## src/rtl/fire_guard_pkg.sv

```systemverilog
// Shared types and constants for the fire_guard gate-drive protection slice.
package fire_guard_pkg;

    typedef enum logic [2:0] {
        ST_IDLE    = 3'd0,
        ST_RUN     = 3'd1,
        ST_TRIP    = 3'd2,
        ST_HOLDOFF = 3'd3,
        ST_LOCK    = 3'd4
    } fgState_t;

    localparam int FAULT_W         = 6;
    localparam int FCNT_W          = 8;
    localparam int HOLDOFF_CYC_DEF = 3000;
    localparam int MAX_RETRY_DEF   = 4;
    localparam int MIN_GAP_DEF     = 4;

    // Timer never narrower than 16 bits so firmware-visible tuning stays uniform.
    function automatic int timerWidth(input int cyc);
        int w;
        w = $clog2(cyc + 1);
        return (w < 16) ? 16 : w;
    endfunction

endpackage

```

## src/rtl/fire_guard_if.sv

```systemverilog
// Host/detector-facing signal bundle of fire_guard.
interface fire_guard_if;
    import fire_guard_pkg::*;

    logic               trig_p_in;
    logic               trig_n_in;
    logic               protect_en;
    logic [FAULT_W-1:0] protect_state;
    logic               arm;
    logic               fault_clr;
    logic               drv_p;
    logic               drv_n;
    logic [FAULT_W-1:0] fault_latched;
    logic [FCNT_W-1:0]  fault_cnt;
    logic               overlap_err;
    logic               locked;
    logic [2:0]         state_o;

    modport master (
        output trig_p_in, trig_n_in, protect_en, protect_state, arm, fault_clr,
        input  drv_p, drv_n, fault_latched, fault_cnt, overlap_err, locked, state_o
    );

    modport slave (
        input  trig_p_in, trig_n_in, protect_en, protect_state, arm, fault_clr,
        output drv_p, drv_n, fault_latched, fault_cnt, overlap_err, locked, state_o
    );

endinterface

```

## src/rtl/fire_deadtime.sv

```systemverilog
// Per-channel dead-time tracker: reports when the opposite driver has been idle long enough.
module fire_deadtime #(
    parameter int MIN_GAP = 4
) (
    input  logic clk,
    input  logic reset,
    input  logic clr,
    input  logic drv_other,
    output logic gap_ok
);

    localparam int CNT_W = $clog2(MIN_GAP + 1);

    logic [CNT_W-1:0] lowCnt;

    always_ff @(posedge clk) begin
        if (reset || clr || drv_other) begin
            lowCnt <= '0;
        end else if (lowCnt != CNT_W'(MIN_GAP)) begin
            lowCnt <= lowCnt + 1'b1;
        end
    end

    // The cycle in progress counts as idle, so the opposite side may rise after exactly MIN_GAP idle cycles.
    assign gap_ok = !drv_other && (lowCnt >= CNT_W'(MIN_GAP - 1));

endmodule

```

## src/rtl/fire_guard.sv

```systemverilog
// Gates raw P/N triggers to the gate drivers with dead time, trip handling, retry hold-off and lockout.
// state   | meaning
// IDLE    | disarmed, drivers off
// RUN     | armed; pulses pass once both triggers seen low (quiet)
// TRIP    | protect request active, drivers off
// HOLDOFF | waiting HOLDOFF_CYC clean cycles before re-arming
// LOCK    | too many trips; only fault_clr leaves
module fire_guard
    import fire_guard_pkg::*;
#(
    parameter int HOLDOFF_CYC = HOLDOFF_CYC_DEF,
    parameter int MAX_RETRY   = MAX_RETRY_DEF,
    parameter int MIN_GAP     = MIN_GAP_DEF
) (
    input  logic         clk,
    input  logic         reset,
    fire_guard_if.slave  bus
);

    localparam int TIMER_W = timerWidth(HOLDOFF_CYC);
    localparam int RETRY_W = $clog2(MAX_RETRY + 1);

    fgState_t             state;
    fgState_t             stateNext;
    logic                 quiet;
    logic                 quietNext;
    logic [TIMER_W-1:0]   timer;
    logic [TIMER_W-1:0]   timerNext;
    logic [RETRY_W-1:0]   retryCnt;
    logic [RETRY_W-1:0]   retryNext;
    logic [FCNT_W-1:0]    faultCnt;
    logic [FCNT_W-1:0]    faultCntNext;
    logic [FAULT_W-1:0]   faultLatched;
    logic [FAULT_W-1:0]   faultLatchedNext;
    logic                 faultValid;
    logic                 faultValidNext;
    logic                 overlapErr;
    logic                 overlapNext;
    logic                 drvP;
    logic                 drvN;
    logic                 drvPNext;
    logic                 drvNNext;
    logic                 tripHit;
    logic                 runStay;
    logic                 enterRun;
    logic                 enterHold;
    logic                 retryClr;
    logic                 gapOkP;
    logic                 gapOkN;
    logic                 gapClr;

    assign tripHit = bus.protect_en && (state == ST_RUN || state == ST_HOLDOFF);
    assign gapClr  = (state != ST_RUN);

    fire_deadtime #(.MIN_GAP(MIN_GAP)) u_deadP (
        .clk       (clk),
        .reset     (reset),
        .clr       (gapClr),
        .drv_other (drvN),
        .gap_ok    (gapOkP)
    );

    fire_deadtime #(.MIN_GAP(MIN_GAP)) u_deadN (
        .clk       (clk),
        .reset     (reset),
        .clr       (gapClr),
        .drv_other (drvP),
        .gap_ok    (gapOkN)
    );

    always_ff @(posedge clk) begin
        if (reset) begin
            state        <= ST_IDLE;
            quiet        <= 1'b0;
            timer        <= '0;
            retryCnt     <= '0;
            faultCnt     <= '0;
            faultLatched <= '0;
            faultValid   <= 1'b0;
            overlapErr   <= 1'b0;
            drvP         <= 1'b0;
            drvN         <= 1'b0;
        end else begin
            state        <= stateNext;
            quiet        <= quietNext;
            timer        <= timerNext;
            retryCnt     <= retryNext;
            faultCnt     <= faultCntNext;
            faultLatched <= faultLatchedNext;
            faultValid   <= faultValidNext;
            overlapErr   <= overlapNext;
            drvP         <= drvPNext;
            drvN         <= drvNNext;
        end
    end

    always_comb begin
        stateNext = state;
        if (bus.fault_clr && state == ST_LOCK) begin
            stateNext = ST_IDLE;
        end else if (tripHit) begin
            stateNext = ST_TRIP;
        end else if (!bus.arm && (state inside {ST_RUN, ST_TRIP, ST_HOLDOFF})) begin
            stateNext = ST_IDLE;
        end else begin
            case (state)
                ST_IDLE:    if (bus.arm) stateNext = ST_RUN;
                ST_RUN:     stateNext = ST_RUN;
                ST_TRIP:    if (!bus.protect_en)
                                stateNext = (retryCnt >= RETRY_W'(MAX_RETRY)) ? ST_LOCK : ST_HOLDOFF;
                ST_HOLDOFF: if (timer == '0) stateNext = ST_RUN;
                ST_LOCK:    stateNext = ST_LOCK;
                default:    stateNext = ST_IDLE;
            endcase
        end
    end

    always_comb begin
        runStay   = (state == ST_RUN) && (stateNext == ST_RUN);
        enterRun  = (stateNext == ST_RUN) && (state != ST_RUN);
        enterHold = (stateNext == ST_HOLDOFF) && (state != ST_HOLDOFF);

        drvPNext = runStay && quiet && bus.trig_p_in && !bus.trig_n_in && !bus.protect_en && gapOkP;
        drvNNext = runStay && quiet && bus.trig_n_in && !bus.trig_p_in && !bus.protect_en && gapOkN;

        // A pulse already in flight at RUN entry must be let go before anything is driven.
        quietNext = quiet;
        if (enterRun) begin
            quietNext = 1'b0;
        end else if (state == ST_RUN && !bus.trig_p_in && !bus.trig_n_in) begin
            quietNext = 1'b1;
        end

        // One down-counter serves both the hold-off delay and the clean-RUN retry window.
        timerNext = timer;
        retryClr  = 1'b0;
        if (enterRun) begin
            timerNext = TIMER_W'(HOLDOFF_CYC);
        end else if (enterHold) begin
            timerNext = TIMER_W'(HOLDOFF_CYC - 1);
        end else if (state == ST_HOLDOFF) begin
            if (timer != '0) timerNext = timer - 1'b1;
        end else if (runStay && quiet && timer != '0) begin
            timerNext = timer - 1'b1;
            retryClr  = (timer == TIMER_W'(1));
        end

        retryNext = retryCnt;
        if (bus.fault_clr || retryClr) retryNext = '0;
        if (tripHit && retryNext < RETRY_W'(MAX_RETRY)) retryNext = retryNext + 1'b1;

        faultCntNext = faultCnt;
        if (tripHit && faultCnt != '1) faultCntNext = faultCnt + 1'b1;

        faultLatchedNext = faultLatched;
        faultValidNext   = faultValid;
        if (bus.fault_clr) begin
            faultLatchedNext = '0;
            faultValidNext   = 1'b0;
        end
        if (tripHit && !faultValidNext) begin
            faultLatchedNext = bus.protect_state;
            faultValidNext   = 1'b1;
        end

        overlapNext = overlapErr;
        if (state == ST_RUN && bus.trig_p_in && bus.trig_n_in) overlapNext = 1'b1;
        if (bus.fault_clr) overlapNext = 1'b0;
    end

    assign bus.drv_p         = drvP;
    assign bus.drv_n         = drvN;
    assign bus.fault_latched = faultLatched;
    assign bus.fault_cnt     = faultCnt;
    assign bus.overlap_err   = overlapErr;
    assign bus.locked        = (state == ST_LOCK);
    assign bus.state_o       = state;

endmodule

```

## src/flat_wrapper.sv

```systemverilog
// flat-port wrapper written by rule: the top's interface ports become plain ports
module fire_guard_flat import fire_guard_pkg::*;
#(
    parameter int HOLDOFF_CYC = HOLDOFF_CYC_DEF,
    parameter int MAX_RETRY   = MAX_RETRY_DEF,
    parameter int MIN_GAP     = MIN_GAP_DEF
)
  (clk, reset, bus_trig_p_in, bus_trig_n_in, bus_protect_en, bus_protect_state, bus_arm, bus_fault_clr, bus_drv_p, bus_drv_n, bus_fault_latched, bus_fault_cnt, bus_overlap_err, bus_locked, bus_state_o);
  fire_guard_if bus_i ();
  input  logic clk;
  input  logic reset;
  input wire logic [$bits(bus_i.trig_p_in)-1:0] bus_trig_p_in;
  input wire logic [$bits(bus_i.trig_n_in)-1:0] bus_trig_n_in;
  input wire logic [$bits(bus_i.protect_en)-1:0] bus_protect_en;
  input wire logic [$bits(bus_i.protect_state)-1:0] bus_protect_state;
  input wire logic [$bits(bus_i.arm)-1:0] bus_arm;
  input wire logic [$bits(bus_i.fault_clr)-1:0] bus_fault_clr;
  output wire logic [$bits(bus_i.drv_p)-1:0] bus_drv_p;
  output wire logic [$bits(bus_i.drv_n)-1:0] bus_drv_n;
  output wire logic [$bits(bus_i.fault_latched)-1:0] bus_fault_latched;
  output wire logic [$bits(bus_i.fault_cnt)-1:0] bus_fault_cnt;
  output wire logic [$bits(bus_i.overlap_err)-1:0] bus_overlap_err;
  output wire logic [$bits(bus_i.locked)-1:0] bus_locked;
  output wire logic [$bits(bus_i.state_o)-1:0] bus_state_o;
  assign bus_i.trig_p_in = bus_trig_p_in;
  assign bus_i.trig_n_in = bus_trig_n_in;
  assign bus_i.protect_en = bus_protect_en;
  assign bus_i.protect_state = bus_protect_state;
  assign bus_i.arm = bus_arm;
  assign bus_i.fault_clr = bus_fault_clr;
  assign bus_drv_p = bus_i.drv_p;
  assign bus_drv_n = bus_i.drv_n;
  assign bus_fault_latched = bus_i.fault_latched;
  assign bus_fault_cnt = bus_i.fault_cnt;
  assign bus_overlap_err = bus_i.overlap_err;
  assign bus_locked = bus_i.locked;
  assign bus_state_o = bus_i.state_o;
  fire_guard #(.HOLDOFF_CYC(HOLDOFF_CYC), .MAX_RETRY(MAX_RETRY), .MIN_GAP(MIN_GAP)) u_core (.clk(clk), .reset(reset), .bus(bus_i));
endmodule
```

## config.mk

```make
export PLATFORM = sky130hd
export DESIGN_NAME = fire_guard_flat
export DESIGN_NICKNAME = d
export VERILOG_FILES = /design/src/rtl/fire_guard_pkg.sv /design/src/rtl/fire_guard_if.sv /design/src/rtl/fire_deadtime.sv /design/src/rtl/fire_guard.sv /design/src/flat_wrapper.sv
export SDC_FILE = /design/constraint.sdc
export NUM_CORES = 1
export LEC_CHECK = 0
export BUFFER_PORTS_ARGS = -buffer_cell sky130_fd_sc_hd__buf_2
export CORE_MARGIN = 2
export CORE_UTILIZATION = 52
export DETAILED_ROUTE_END_ITERATION = 12
export PLACE_DENSITY = 0.84
export SYNTH_ARGS = -nofsm -noshare
export SYNTH_HDL_FRONTEND = slang
export SYNTH_SLANG_ARGS = --single-unit
```

## constraint.sdc

```tcl
create_clock -name clk -period 3.28 [get_ports clk]
set_clock_uncertainty 0.2 [all_clocks]
set_input_delay 0 -clock clk [delete_from_list [all_inputs] [get_ports clk]]
set_output_delay 0 -clock clk [all_outputs]
set_load 0.01 [all_outputs]
```

==> results.tsv <==
metric	value	unit
status	complete, no violations	
dieHeight	71.5	um
root_buffer	clkbuf_8	
vias	2098	
critPathRequiredTime	3.25	ns
power.total	0.00113	W
grt_max_degree	35	
period_share	0.932	
portBuffers	33	
worst_ir_drop_vdd	0.000353	V
syn_area_per_cell	8.83	um^2
cts_buffers	5	
netSwitchingPower	0.000301	W
cts_tree	built	
cp-end-kind	flop	
seqPwrFrac	0.539	
drv_cap	0	
syn_area	2370	um^2
tns	0	ns
viasPerCell	5.69	
yosys_register_bits	47	
ys_seq_area_frac	0.398	
antenna_cells	0	
dieArea	5110	um^2
routabilityCongestion	0.835	
syn_to_final_growth	19.5	%
drt-initial-drc-count	118	
fp.dieW	71.5	um
min_delay_path_depth	2	
critical_path.startpoint_type	flop	
insertion_delay	0.31	ns
synth_edf_count	0	
fin_crit	3.06	ns
cts_sinks	47	
ys_warn_count	0	
synth_most_common_cell	dfxtp_1	
crit_path_top_delay_cell	nor2b_1	
synth_top_area_frac	0.398	
drive_gt1_frac	0.174	
clock.fmax	0.327	GHz
worstMarginPinSlew	0.881	ns
pwr-share-clk	0.326	
slowest_delay	0.80	ns
crit_chain	nand3b_1 > nor2b_1 > nor3b_1 > a21oi_1 > dlygate4sd3_1 > nor2_1	
async_reset_ff_frac	0	
grt-ovfl-total	0	
drtPass1Iterations	4	
r2r_slack	0.22	ns
post_cts_buffers	0	
crit_type	flop to flop	
p_int	0.000833	W
synth_nets	291	
clock_path_buffers	2	
core_area	4350	um^2
max_slew_margin	0.411	
min_to	u_core.bus.fault_cnt[6]	
hpwl	3.32	mm
reg2reg_depth	6	
register_area	941	um^2
timing.rr.start	u_core.bus.state_o[0]	
synth.distinct_cells	53	
path_clk_slew	0.08	ns
synth_flop_cell	dfxtp_1	
path_max_fanout	13	
routedWlPerCell	14.0	um
power.density	401	nW/um^2
num_rows	24	
grt_pass1_vias	1975	
timing.rr.end	u_core.bus.fault_latched[1]	
synth_top_cell_by_area	dfxtp_1	
start_util	0.543	
routed_wl	5.15	mm
preCtsSetupSlack	0.772	ns
worst_hold_slack	0.00205	ns
rsz0062_at_grt	false	
finalSetupViolCount	0	
n_fill_cell	350	
nets	339	
io_pins	34	
grt_use_total	0.213	
multiInputGateArea	1340	um^2
syn-instance-count	268	
drv_slew	0	
final.setup.worst_slack	0.223	ns
arrival	3.03	ns
synthTopCellsByCount	dfxtp_1 (47), nor2_1 (35), a21oi_1 (19)	
hold_path_class	input port to flop	
hold_violations	0	
holdCritStartpoint	reset	
swShare	0.266	
htree_levels	2	
antenna_found_initial	0	
postRouteAntennaNets	0	
drc	0	
comb_power_share	0.136	
netlist_top_cells_area	dfxtp_1 (40%), nor2_1 (5.6%), xnor2_1 (5.6%)	
cellLeakagePower	1.10	nW
grt_pass1_wl	8.73	mm
finalCoreUtilization	0.649	
[cell families after synthesis]
family,synth area share
AND/OR/NAND/NOR,0.307
AO/OA/AOI/OAI,0.127
flip-flops,0.398
buffers and inverters,0.0375
XOR/XNOR,0.0740
multiplexers,0.00423
adder cells (fa/ha/maj),0.0529
[cell usage in the layout (no fill, tap or decap), types with 2 or more instances in the layout]
cell type,Yosys,final
nor2b_1,7,7
dfxtp_1,47,47
xor2_1,5,5
dlygate4sd3_1,0,18
a2111oi_0,2,2
inv_1,9,9
o211ai_1,2,2
nor3_1,16,16
nand2b_1,6,6
nand4_1,2,2
xnor2_1,15,15
and2_1,3,3
nand3_1,8,8
nand2_1,12,12
nor4_1,6,6
o21ai_0,2,2
nor2_1,35,35
a21oi_1,19,19
and4_1,2,2
a211oi_1,2,2
or2_2,2,2
ha_1,10,10
a31oi_1,5,5
and3_1,4,4
buf_2,3,33
nand3b_1,2,2
nor3b_1,8,8
o22ai_1,2,2
clkbuf_8,1,6
[how the worst max path moves through the flow]
| stage | slack, ns | cells after the start | to | from |
|---|---|---|---|---|
| 6_report | 0.22 | 6 | u_core.bus.fault_latched[1] | u_core.bus.state_o[0] |
| 5_1_grt | 0.02 | 6 | u_core.bus.fault_latched[1] | u_core.bus.state_o[0] |
| 4_1_cts | 0.48 | 6 | u_core.bus.fault_latched[1] | u_core.bus.state_o[0] |
| 3_5_place_dp | 0.77 | 9 | u_core.retryCnt[1] | u_core.timer[0] |
| 3_3_place_gp | 0.85 | 9 | u_core.retryCnt[1] | u_core.timer[0] |
| 2_1_floorplan | 0.96 | 9 | u_core.retryCnt[1] | u_core.timer[0] |
[routing by layer]
| metal | global-route usage | share of wire |
|---|---|---|
| met5 | 0 | 0 |
| met4 | 0.0797 | 0.021 |
| met3 | 0.0661 | 0.052 |
| met2 | 0.346 | 0.48 |
| met1 | 0.266 | 0.45 |
[through the flow]
stage | instance area, um^2 | cells
2_1_floorplan | 2370 | 268
3_3_place_gp | 2550 | 343
3_5_place_dp | 2550 | 343
4_1_cts | 2830 | 369
5_1_grt | 2830 | 369
6_report | 2830 | 369
[cell type report]
class | instances | area share
multi-input combinational | 201 | 0.473
sequential | 47 | 0.333
timing repair buffer | 52 | 0.125
clock buffer | 6 | 0.0292
tap | 52 | 0.0230
inverter | 9 | 0.0119
clock inverter | 2 | 0.00575
[timing repair]
action                     in CTS  in global routing
hold buffers                   18                  0
hold endpoints to repair       13                  0
gates resized for setup         0                  0
setup endpoints to repair       0                  0
[sequential cells by signal, summed over array words and instances (netlist names), 3 cells and up]
name	count
u_core.bus.fault_latched	6
u_core.retryCnt	3
u_core.u_deadP.lowCnt	3
u_core.bus.fault_cnt	8
u_core.timer	16
u_core.u_deadN.lowCnt	3
u_core.bus.state_o	3
[critical path, delay by kind of cell (launching register included)]
kind                   cells  cell delay (ns)
AND/OR/NAND/NOR            4             1.40
AO/OA/AOI/OAI              1             0.19
flip-flops                 1             0.57
buffers and inverters      1             0.57
[power groups by stage]
stage	combinational (W)	clock (W)	sequential, W
6_report	0.000154	0.000369	0.000611
3_5_place_dp	0.000137	0	0.000624
2_1_floorplan	0.000108	0	0.000619
4_1_cts	0.000152	0.000380	0.000611
5_1_grt	0.000170	0.000399	0.000614
3_3_place_gp	0.000134	0	0.000623
Note: power is estimated with default switching activity, not from simulation.
